**src/rtl/uart_tx_pkg.sv**
```systemverilog
// Shared definitions for the memory-mapped UART transmitter:
// register offsets, STATUS/CTRL bit positions, FSM encoding and the
// default bit divisor.
package uart_tx_pkg;

    // Register offsets (decoded from Addr[3:2])
    localparam logic [1:0] REG_DATA    = 2'd0;
    localparam logic [1:0] REG_STATUS  = 2'd1;
    localparam logic [1:0] REG_DIVISOR = 2'd2;
    localparam logic [1:0] REG_CTRL    = 2'd3;

    // STATUS bit positions
    localparam int STAT_BUSY  = 0;
    localparam int STAT_READY = 1;
    localparam int STAT_EMPTY = 2;
    localparam int STAT_OVF   = 3;

    // CTRL bit positions
    localparam int CTRL_EN = 0;
    localparam int CTRL_IE = 1;

    // Cycles per bit after reset (115200 baud from 50 MHz)
    localparam logic [15:0] DIV_DEFAULT = 16'd434;

    // Queue depth when the FIFO build is selected
    localparam int FIFO_DEPTH_DEFAULT = 4;

    typedef enum logic [1:0] {
        ST_IDLE  = 2'd0,
        ST_START = 2'd1,
        ST_DATA  = 2'd2,
        ST_STOP  = 2'd3
    } txState_t;

    // A divisor of zero would never expire; run it as one cycle per bit.
    function automatic logic [15:0] effectiveDiv(input logic [15:0] div);
        return (div == 16'd0) ? 16'd1 : div;
    endfunction

endpackage

```
**src/rtl/uart_tx_dev_if.sv**
```systemverilog
// Peripheral bus seen by the UART: word address, write strobe, write
// data and combinational read data. The bridge is the master.
interface uart_tx_dev_if;
    logic [29:0] Addr;
    logic        WE;
    logic [31:0] Din;
    logic [31:0] Dout;

    modport master (output Addr, output WE, output Din, input Dout);
    modport slave  (input Addr, input WE, input Din, output Dout);
endinterface

```
**src/rtl/uart_tx_fifo.sv**
```systemverilog
// Transmit byte queue for the UART.
// UART_TX_FIFO_EN defined: DEPTH-entry circular queue, pointers carry
// one extra bit to tell full from empty.
// UART_TX_FIFO_EN undefined: a single holding register; DEPTH unused.
// A push is accepted when the queue is not full, or when a pop happens
// on the same edge. The head is read combinationally so the FSM can
// load it on the very edge it decides to pop.
module uart_tx_fifo #(
    parameter int DEPTH = 4
) (
    input  logic       clk,
    input  logic       reset,
    input  logic       push,
    input  logic       pop,
    input  logic [7:0] din,
    output logic       full,
    output logic       empty,
    output logic [7:0] head
);

    logic pushOk;

`ifdef UART_TX_FIFO_EN

    localparam int AW = (DEPTH > 1) ? $clog2(DEPTH) : 1;

    logic [7:0]  mem [DEPTH];
    logic [AW:0] wrPtrReg;
    logic [AW:0] rdPtrReg;

    assign pushOk = push && (!full || pop);
    assign empty  = (wrPtrReg == rdPtrReg);
    assign full   = (wrPtrReg[AW] != rdPtrReg[AW]) &&
                    (wrPtrReg[AW-1:0] == rdPtrReg[AW-1:0]);
    assign head   = mem[rdPtrReg[AW-1:0]];

    // Storage write; contents need no reset since empty gates every read
    always_ff @(posedge clk) begin
        if (pushOk) begin
            mem[wrPtrReg[AW-1:0]] <= din;
        end
    end

    // Read/write pointers, wrapping naturally modulo 2*DEPTH
    always_ff @(posedge clk) begin
        if (!reset) begin
            wrPtrReg <= '0;
            rdPtrReg <= '0;
        end else begin
            if (pushOk) begin
                wrPtrReg <= wrPtrReg + {{AW{1'b0}}, 1'b1};
            end
            if (pop && !empty) begin
                rdPtrReg <= rdPtrReg + {{AW{1'b0}}, 1'b1};
            end
        end
    end

`else

    localparam int unusedDepth = DEPTH;

    logic       validReg;
    logic [7:0] dataReg;

    assign pushOk = push && (!validReg || pop);
    assign full   = validReg;
    assign empty  = !validReg;
    assign head   = dataReg;

    // Single holding register; a same-edge pop frees it for the new byte
    always_ff @(posedge clk) begin
        if (!reset) begin
            validReg <= 1'b0;
            dataReg  <= 8'd0;
        end else if (pushOk) begin
            validReg <= 1'b1;
            dataReg  <= din;
        end else if (pop) begin
            validReg <= 1'b0;
        end
    end

`endif

endmodule

```
**src/rtl/uart_tx_dev.sv**
```systemverilog
// Memory-mapped 8N1 UART transmitter on the CPU peripheral bus.
// Registers at Addr[3:2]: DATA (push), STATUS, DIVISOR, CTRL (EN, IE).
// Queued bytes are shifted out LSB first on txd; IRQ is raised while
// IE is set, the queue is empty and the transmitter is idle.
// Build option: UART_TX_FIFO_EN selects a FIFO_DEPTH-entry queue instead
// of the single holding register.
module uart_tx_dev
    import uart_tx_pkg::*;
#(
    parameter int          FIFO_DEPTH = FIFO_DEPTH_DEFAULT,
    parameter logic [15:0] DIV_RESET  = DIV_DEFAULT
) (
    input  logic         clk,
    input  logic         reset,
    uart_tx_dev_if.slave bus,
    output logic         IRQ,
    output logic         txd
);

    // Register file
    logic [15:0] divisorReg;
    logic        enReg;
    logic        ieReg;
    logic        ovfReg;

    // Transmit datapath / FSM state
    txState_t    stateReg;
    logic [15:0] baudCntReg;
    logic [15:0] frameDivReg;
    logic [2:0]  bitCntReg;
    logic [7:0]  shiftReg;
    logic        txdReg;

    // Queue interface
    logic       fifoFull;
    logic       fifoEmpty;
    logic [7:0] fifoHead;

    // Bus decode
    logic [1:0] regSel;
    logic       wrData;
    logic       wrStatus;
    logic       wrDivisor;
    logic       wrCtrl;

    // Control
    logic        baudDone;
    logic        popReq;
    logic        busy;
    logic [15:0] loadDiv;
    logic [31:0] statusWord;
    logic        unusedBits;

    assign regSel    = bus.Addr[3:2];
    assign wrData    = bus.WE && (regSel == REG_DATA);
    assign wrStatus  = bus.WE && (regSel == REG_STATUS);
    assign wrDivisor = bus.WE && (regSel == REG_DIVISOR);
    assign wrCtrl    = bus.WE && (regSel == REG_CTRL);

    assign unusedBits = &{1'b0, bus.Addr[29:4], bus.Addr[1:0], bus.Din[31:16]};

    assign baudDone = (baudCntReg == 16'd0);
    assign busy     = (stateReg != ST_IDLE);
    assign loadDiv  = effectiveDiv(divisorReg);

    // A new frame starts from idle, or straight out of a finished stop bit
    assign popReq = !fifoEmpty && enReg &&
                    ((stateReg == ST_IDLE) || ((stateReg == ST_STOP) && baudDone));

    assign txd = txdReg;
    assign IRQ = ieReg && fifoEmpty && !busy;

    uart_tx_fifo #(
        .DEPTH (FIFO_DEPTH)
    ) u_fifo (
        .clk   (clk),
        .reset (reset),
        .push  (wrData),
        .pop   (popReq),
        .din   (bus.Din[7:0]),
        .full  (fifoFull),
        .empty (fifoEmpty),
        .head  (fifoHead)
    );

    // Software-visible registers and the sticky overflow flag
    always_ff @(posedge clk) begin
        if (!reset) begin
            divisorReg <= DIV_RESET;
            enReg      <= 1'b0;
            ieReg      <= 1'b0;
            ovfReg     <= 1'b0;
        end else begin
            if (wrDivisor) begin
                divisorReg <= bus.Din[15:0];
            end
            if (wrCtrl) begin
                enReg <= bus.Din[CTRL_EN];
                ieReg <= bus.Din[CTRL_IE];
            end
            if (wrStatus) begin
                ovfReg <= 1'b0;
            end else if (wrData && fifoFull && !popReq) begin
                ovfReg <= 1'b1;
            end
        end
    end

    // Frame FSM: start bit, eight data bits LSB first, stop bit
    always_ff @(posedge clk) begin
        if (!reset) begin
            stateReg    <= ST_IDLE;
            txdReg      <= 1'b1;
            baudCntReg  <= 16'd0;
            frameDivReg <= 16'd1;
            bitCntReg   <= 3'd0;
            shiftReg    <= 8'd0;
        end else begin
            case (stateReg)
                ST_IDLE: begin
                    if (popReq) begin
                        stateReg    <= ST_START;
                        txdReg      <= 1'b0;
                        shiftReg    <= fifoHead;
                        frameDivReg <= loadDiv;
                        baudCntReg  <= loadDiv - 16'd1;
                    end
                end
                ST_START: begin
                    if (baudDone) begin
                        stateReg   <= ST_DATA;
                        txdReg     <= shiftReg[0];
                        bitCntReg  <= 3'd0;
                        baudCntReg <= frameDivReg - 16'd1;
                    end else begin
                        baudCntReg <= baudCntReg - 16'd1;
                    end
                end
                ST_DATA: begin
                    if (baudDone) begin
                        baudCntReg <= frameDivReg - 16'd1;
                        if (bitCntReg == 3'd7) begin
                            stateReg <= ST_STOP;
                            txdReg   <= 1'b1;
                        end else begin
                            bitCntReg <= bitCntReg + 3'd1;
                            shiftReg  <= shiftReg >> 1;
                            txdReg    <= shiftReg[1];
                        end
                    end else begin
                        baudCntReg <= baudCntReg - 16'd1;
                    end
                end
                ST_STOP: begin
                    if (baudDone) begin
                        if (popReq) begin
                            stateReg    <= ST_START;
                            txdReg      <= 1'b0;
                            shiftReg    <= fifoHead;
                            frameDivReg <= loadDiv;
                            baudCntReg  <= loadDiv - 16'd1;
                        end else begin
                            stateReg <= ST_IDLE;
                        end
                    end else begin
                        baudCntReg <= baudCntReg - 16'd1;
                    end
                end
                default: begin
                    stateReg <= ST_IDLE;
                    txdReg   <= 1'b1;
                end
            endcase
        end
    end

    // STATUS word assembled from live state
    always_comb begin
        statusWord             = 32'd0;
        statusWord[STAT_BUSY]  = busy;
        statusWord[STAT_READY] = !fifoFull;
        statusWord[STAT_EMPTY] = fifoEmpty;
        statusWord[STAT_OVF]   = ovfReg;
    end

    // Combinational read mux for the addressed register
    always_comb begin
        bus.Dout = 32'd0;
        case (regSel)
            REG_DATA:    bus.Dout = 32'd0;
            REG_STATUS:  bus.Dout = statusWord;
            REG_DIVISOR: bus.Dout = {16'd0, divisorReg};
            REG_CTRL:    bus.Dout = {30'd0, ieReg, enReg};
            default:     bus.Dout = 32'd0;
        endcase
    end

endmodule

```
**src/flat_wrapper.sv**
```systemverilog
// flat-port wrapper written by rule: the top's interface ports become plain ports
module uart_tx_dev_flat import uart_tx_pkg::*;
#(
    parameter int          FIFO_DEPTH = FIFO_DEPTH_DEFAULT,
    parameter logic [15:0] DIV_RESET  = DIV_DEFAULT
)
  (clk, reset, IRQ, txd, bus_Addr, bus_WE, bus_Din, bus_Dout);
  uart_tx_dev_if bus_i ();
  input  logic clk;
  input  logic reset;
  output logic IRQ;
  output logic txd;
  input wire logic [$bits(bus_i.Addr)-1:0] bus_Addr;
  input wire logic [$bits(bus_i.WE)-1:0] bus_WE;
  input wire logic [$bits(bus_i.Din)-1:0] bus_Din;
  output wire logic [$bits(bus_i.Dout)-1:0] bus_Dout;
  assign bus_i.Addr = bus_Addr;
  assign bus_i.WE = bus_WE;
  assign bus_i.Din = bus_Din;
  assign bus_Dout = bus_i.Dout;
  uart_tx_dev #(.FIFO_DEPTH(FIFO_DEPTH), .DIV_RESET(DIV_RESET)) u_core (.clk(clk), .reset(reset), .bus(bus_i), .IRQ(IRQ), .txd(txd));
endmodule
```
**config.mk**
```make
export PLATFORM = sky130hd
export DESIGN_NAME = uart_tx_dev_flat
export DESIGN_NICKNAME = d
export VERILOG_FILES = /design/src/rtl/uart_tx_pkg.sv /design/src/rtl/uart_tx_dev_if.sv /design/src/rtl/uart_tx_fifo.sv /design/src/rtl/uart_tx_dev.sv /design/src/flat_wrapper.sv
export SDC_FILE = /design/constraint.sdc
export NUM_CORES = 1
export LEC_CHECK = 0
export CORE_MARGIN = 1.5
export CORE_UTILIZATION = 51
export DETAILED_ROUTE_END_ITERATION = 10
export HOLD_SLACK_MARGIN = 0.1
export PLACE_DENSITY_LB_ADDON = 0.15
export SLEW_MARGIN = 20
export SYNTH_ARGS = -nofsm -noshare
export SYNTH_HDL_FRONTEND = slang
export SYNTH_SLANG_ARGS = --single-unit
export TNS_END_PERCENT = 5
```
**constraint.sdc**
```tcl
create_clock -name clk -period 3.58 [get_ports clk]
set_input_delay 0.716 -clock clk [delete_from_list [all_inputs] [get_ports clk]]
set_output_delay 0.716 -clock clk [all_outputs]
set_load 0.1 [all_outputs]
```
==> results.yml <==
sta:
  finalHoldViolCount: 0
  final_max_slew_viol_count: 0
  setup_ws_ns: 0.502
  worst_slew_pin_slew_ns: 1.10
  fin_crit_sh: 0.860
  relSlewSlack: 0.264
  fin_worst_skew_ns: 0.00700
  min_period_ns: 3.08
  rsz0062_at_grt: "no"
  max_freq_ghz: 0.325
  setup_viol: 0
global_route:
  grt_pass1_wl_um: 19300
  grt_pass1_vias: 3988
  overflow: 0
  grt_antenna_before_repair: 0
  track_usage: 0.271
  grt_max_degree: 55
synth:
  synth.area.mux_share: 0.0524
  synth_edf_count: 0
  synth-xor-area-share: 0.0595
  syn_inst: 583
  async_reset_ff_frac: 0
  ys_seq_elements: 74
  synthAdderAreaFrac: 0.0255
  syn-cell-area_mm2: 0.00442
  synth_compound_area_frac: 0.180
  synthSimpleGateAreaFrac: 0.280
  synth_ff_type: "dfxtp_1"
  yosysWarnings: 0
  synth_top_family_by_area: "simple AND/OR/NAND/NOR gates"
  syn_area_per_cell_um2: 7.58
  synth.distinct_cells: 56
  ys_seq_area_frac: 0.335
power:
  p_leak_nw: 2.04
  clockPowerShare: 0.307
  pwr-share-comb: 0.317
  vdd_ir_drop_max_mv: 0.194
  power.switching_fraction: 0.378
  p_switching_mw: 0.899
  seq_power_share: 0.376
  p_int_mw: 1.48
  cellPowerDensity_mw_per_mm2: 459
worst_setup_path:
  crit_required_ns: 3.81
  critPathMaxFanout: 9
  timing.rr.end: "u_core.baudCntReg[14]"
  worst_r2r_path_depth: 9
  setup.worst_path.start_class: "flip-flop"
  rr_startpoint: "u_core.divisorReg[8]"
  cp.arrival_ns: 3.31
  cp-startpoint: "u_core.divisorReg[8]"
  path_class: "reg2reg"
  r2r_slack_ns: 0.50
  end_kind: "flip-flop"
cts:
  clk_latency_ns: 0.35
  ctsResizeCount: 0
  root_buffer: "clkbuf_8"
  h-tree-depth: 3
  cts_hold_buf: 0
  cts_tree: "done"
  numCtsBuffers: 9
  cts.sink_count: 74
  post_cts_buffers: 0
  path_clk_slew_ns: 0.08
  cts_buffer_depth: 2
place:
  dpl.hpwl_um: 8540
  dp_cells: 701
  place.gp.congestion: 0.906
  dp_slack_ns: 0.547
  portBuffers: 38
floorplanning:
  ios: 99
  fp-row-count: 33
  start_util: 0.532
  fp.dieW_um: 96.1
  die-area_mm2: 0.00923
  coreArea_mm2: 0.00830
  die_h_um: 96.1
routing:
  drt_iter0_markers: 217
  post_drt_wl_per_cell_um: 16.4
  routed_via_density: 5.85
  totalWireLength_um: 11800
  dr.pass1.iters: 5
  drc: 0
  ant_nets: 0
  dr_total_vias: 4196
cells_and_area:
  syn_to_final_growth_pct: 17.3
  final_cells: 717
  diodes: 0
  post_route_cells_drive_above_1_share: 0.0850
  final_common_cell: "nand2_1"
  final_cell_mix: "nand2_1, dfxtp_1, nor2_1"
  nets: 681
run:
  drv_cap: 0
hold_path:
  hold_start: "u_core.bitCntReg[2]"
  whs_endpoint: "u_core.bitCntReg[2]"
  min_path_type: "reg2reg"
  min_path_cells: 2
status:
  outcome: "complete, no violations"
-- cells by family after synthesis --
family                   after synthesis
AND/OR/NAND/NOR                      258
flip-flops                            74
other                                  1
adder cells (fa/ha/maj)                9
XOR/XNOR                              30
buffers and inverters                 61
AO/OA/AOI/OAI                        127
multiplexers                          23
-- per-stage QoR --
step                hold WS (ns)  total power [mW]  utilization  cell area, µm²  setup TNS [ns]
CTS                        0.468              2.37        0.625            5180               0
global placement           0.444              1.64        0.599            4970               0
global route               0.505              2.48        0.625            5180               0
detailed placement         0.456              1.65        0.599            4970               0
floorplan                  0.436              1.47            -            4480          -0.661
finish                     0.460              2.38        0.625            5180               0
-- critical path, cell delays in order (launching register included) --
cell and delay, ns:
dfxtp_1 0.40, or4_1 0.60, nor4_1 0.48, a21oi_1 0.20, ha_1 0.26, or3b_2 0.24, or4_1 0.13, xor2_1 0.18
a211oi_1 0.09, or3_1 0.38
-- per-layer routing --
metal  global-route usage  wire length [µm]  vias to the layer above  part of all wire
met2                0.424              5220                      175              0.44
li1                     -                 -                     2079                 -
met1                0.356              5470                     1922              0.47
met3               0.0750               863                       20             0.073
met5                    0                 0                        -                 0
met4               0.0968               204                        0             0.017
-- synth_stat cells, drive strengths merged (5+ instances only) --
cell | count | area [µm²]
or4 | 7 | 60.1
a31oi | 5 | 31.3
and3 | 13 | 81.3
nor3 | 17 | 85.1
xnor2 | 12 | 105
ha | 9 | 113
nor2 | 57 | 214
buf | 19 | 138
o21ai | 20 | 100
o31ai | 5 | 37.5
nand2 | 103 | 387
o211ai | 8 | 60.1
inv | 12 | 45.0
a211oi | 14 | 105
or3 | 13 | 81.3
a21oi | 47 | 235
dfxtp | 74 | 1480
xor2 | 18 | 158
mux2i | 22 | 220
nand3 | 13 | 65.1
nor4 | 13 | 111
o22ai | 7 | 43.8
clkbuf | 30 | 113
-- how the worst max path moves through the flow --
stage                            end  depth (start not counted)
3_3_place_gp   u_core.baudCntReg[14]                          9
2_1_floorplan            bus_Dout[0]                          7
3_5_place_dp   u_core.baudCntReg[14]                          9
6_report       u_core.baudCntReg[14]                          9
5_1_grt        u_core.baudCntReg[14]                          9
4_1_cts        u_core.baudCntReg[14]                          9
-- layout make-up --
cell class              instances  area [µm²]
flip-flops and latches         74        1480
inverters                      12        45.0
clock inverters                 6        90.1
multi-input cells             463        2700
fillers                       747        3110
clock buffers                  10         128
repair buffers                 47         606
well taps                     105         131
-- sequential cells by signal, indices dropped and copies added, names as in the netlist --
name and count:
u_core.divisorReg 16, u_core.bitCntReg 3, u_core.baudCntReg 16, u_core.ieReg 1, u_core.txd 1, u_core.frameDivReg 16, u_core.stateReg 2, u_core.shiftReg 8
u_core.enReg 1, u_core.ovfReg 1, u_core.u_fifo.full 1, u_core.u_fifo.head 8
-- power groups by stage --
stage	Combinational, mW	Clock, mW	Sequential, mW
after floorplan	0.532	0	0.938
after global placement	0.731	0	0.910
after detailed placement	0.736	0	0.912
after CTS	0.741	0.736	0.893
after global routing	0.802	0.775	0.898
final	0.753	0.731	0.894
Power figures use the tool's default switching activity.
==> edit (same flow settings) <==
Encoding of `txState_t`: now one-hot (4 bits for 4 states).
--- a/src/rtl/uart_tx_pkg.sv
+++ b/src/rtl/uart_tx_pkg.sv
@@ -27,7 +27,7 @@
 
-    typedef enum logic [1:0] {
-        ST_IDLE  = 2'd0,
-        ST_START = 2'd1,
-        ST_DATA  = 2'd2,
-        ST_STOP  = 2'd3
+    typedef enum logic [3:0] {
+        ST_IDLE  = 4'b0001,
+        ST_START = 4'b0010,
+        ST_DATA  = 4'b0100,
+        ST_STOP  = 4'b1000
     } txState_t;
Function: no difference found for any inputs over 4 cycles, from zero or initial values and one cycle with reset low; so few cycles prove little.
==> edit against the original RTL <==
Sequential cell count increased by 2. Cell area increased by 3.1%. Synthesized cell count increased by 1.7%. First-iteration DRC count increased by 6.5%. Worst setup slack got worse by 0.054 ns. Synthesized area increased by 5.4%. Wire length increased by 4.0%. Critical path depth increased by 1. Critical path type unchanged. Critical endpoint is now u_core.baudCntReg[14]$_SDFFE_PN0P_. Largest cell class unchanged.
Power is not compared: it rests on default switching activity, and its combinational part moved more than twofold at a synthesized area within 25%.
==> edit: results (changes against the original RTL) <==
<table>
<tr><th>Metric</th><th>Value</th></tr>
<tr><th colspan="2">Global routing</th></tr>
<tr><td>All-layer global routing usage</td><td>25.7% (-1.4 points)</td></tr>
<tr><td>Largest net degree at the start of global routing</td><td>42 (-24%)</td></tr>
<tr><td>First-pass GRT wire length</td><td>19900 um (+3.4%)</td></tr>
<tr><td>Number of global-route vias before repair</td><td>3896 (-2.3%)</td></tr>
<tr><th colspan="2">Place</th></tr>
<tr><td>Total instance count after detailed placement</td><td>704 (+0.43%)</td></tr>
<tr><td>Weighted congestion at the end of routability-driven global placement</td><td>0.894 (-1.3%)</td></tr>
<tr><td>Pre-CTS setup slack</td><td>0.595 ns (+0.0476 ns)</td></tr>
<tr><th colspan="2">STA</th></tr>
<tr><td>Slew Limit Headroom</td><td>36.1% (+9.7 points)</td></tr>
<tr><td>Final setup skew</td><td>0.0131 ns (+0.00607 ns)</td></tr>
<tr><th colspan="2">Logic synthesis</th></tr>
<tr><td>Avg Cell Area, Syn</td><td>7.85 um2 (+3.6%)</td></tr>
<tr><td>Number of distinct library cell variants in the gate-level netlist after synthesis</td><td>72 (+29%)</td></tr>
<tr><td>Seq/Total Area, Yosys</td><td>32.7% (-0.84 points)</td></tr>
<tr><td>Share of flip-flops with an asynchronous set or reset after synthesis</td><td>0% (unchanged)</td></tr>
<tr><td>Top area cells in the synthesized netlist</td><td>sky130_fd_sc_hd__dfxtp_1, sky130_fd_sc_hd__nand2_1, sky130_fd_sc_hd__a21oi_1</td></tr>
<tr><th colspan="2">Routing</th></tr>
<tr><td>Length of the first detailed-routing pass in iterations</td><td>6 (+1)</td></tr>
<tr><td>Routed wire length</td><td>12200 um (+4.0%)</td></tr>
<tr><td>DR vias</td><td>4232 (+0.86%)</td></tr>
<tr><td>Routed WL per cell</td><td>17.0 um (+3.6%)</td></tr>
<tr><td>Initial detailed-routing violation count</td><td>231 (+6.5%)</td></tr>
<tr><th colspan="2">Critical path</th></tr>
<tr><td>Slowest stage cell on the critical path</td><td>sky130_fd_sc_hd__nor3b_1</td></tr>
<tr><td>Maximum fanout count along the critical path</td><td>7 (-2)</td></tr>
<tr><td>Data arrival, critical path</td><td>3.34 ns (+0.03 ns)</td></tr>
<tr><th colspan="2">Clocking</th></tr>
<tr><td>Post_cts resized</td><td>0 (unchanged)</td></tr>
<tr><td>Clock buffer count from CTS</td><td>9 (unchanged)</td></tr>
<tr><th colspan="2">Cells and area</th></tr>
<tr><td>Layout fillers</td><td>768 (+2.8%)</td></tr>
<tr><td>Final-stage net count</td><td>677 (-0.59%)</td></tr>
<tr><td>Leading registers by flop count</td><td>u_core.baudCntReg: 16 flops, u_core.divisorReg: 16 flops, u_core.frameDivReg: 16 flops</td></tr>
<tr><td>Share of post-route cells with drive strength above 1</td><td>12.3% (+3.8 points)</td></tr>
<tr><th colspan="2">Power and ir drop</th></tr>
<tr><td>Worst vdd ir</td><td>just under 0.2 mV</td></tr>
<tr><th colspan="2">Status</th></tr>
<tr><td>Result of the run</td><td>finished clean</td></tr>
</table>
## edit: final timing paths
kind,start,to,slack [ns],depth (start not counted)
setup / recovery,u_core.divisorReg[2]$_SDFFE_PN0P_,u_core.baudCntReg[14]$_SDFFE_PN0P_,0.45,10
hold reg to reg,u_core.frameDivReg[8]$_SDFFE_PN0P_,u_core.frameDivReg[8]$_SDFFE_PN0P_,0.48,2
hold / removal,u_core.frameDivReg[8]$_SDFFE_PN0P_,u_core.frameDivReg[8]$_SDFFE_PN0P_,0.48,2
setup reg to reg,u_core.divisorReg[2]$_SDFFE_PN0P_,u_core.baudCntReg[14]$_SDFFE_PN0P_,0.45,10
## edit: layer usage
layer,vias up,global-route usage (%),routed length (um)
li1,2104,-,-
met1,1963,36.0,5670
met2,148,40.7,5560
met3,17,3.97,772
met4,0,8.13,224
met5,-,0,0
## edit: final cells by class
class                           instances  area [um2]  share of cell area [%]
Clock inverter                          5        83.8                    1.57
Multi-Input combinational cell        458        2820                    52.7
Timing Repair Buffer                   47         593                    11.1
Sequential cell                        76        1520                    28.5
Tap cell                              108         135                    2.53
Clock buffer                           11         141                    2.64
Inverter                               15        56.3                    1.05
## edit: kinds of logic (layout without fill, tap and decap cells)
family | after synthesis | in the layout | synth area share, %
flip-flops | 76 | 76 | 32.7
AND/OR/NAND/NOR | 246 | 246 | 27.3
buffers and inverters | 74 | 78 | 8.28
adder cells (fa/ha/maj) | 5 | 5 | 1.34
multiplexers | 17 | 17 | 3.74
other | 1 | 16 | 0.0805
XOR/XNOR | 28 | 28 | 5.27
AO/OA/AOI/OAI | 146 | 146 | 21.3
## edit: tightest hold or removal path, cell delays in order (launching register included)
cell and delay [ns]:
sky130_fd_sc_hd__dfxtp_1 0.33, sky130_fd_sc_hd__nand2_1 0.06, sky130_fd_sc_hd__a21oi_1 0.05
## edit: where the power goes
part / internal (mW) / switching, mW / total, mW
logic: 0.105 / 0.247 / 0.351
registers: 0.860 / 0.0230 / 0.883
clock network: 0.415 / 0.338 / 0.752
## edit: metrics by stage
stage | area [um2] | hold WS, ns | power [mW]
after floorplan | 4710 | 0.449 | 1.17
after global placement | 5120 | 0.463 | 1.25
after detailed placement | 5120 | 0.469 | 1.25
after CTS | 5350 | 0.481 | 2.00
after global routing | 5350 | 0.513 | 2.05
final | 5350 | 0.478 | 1.99
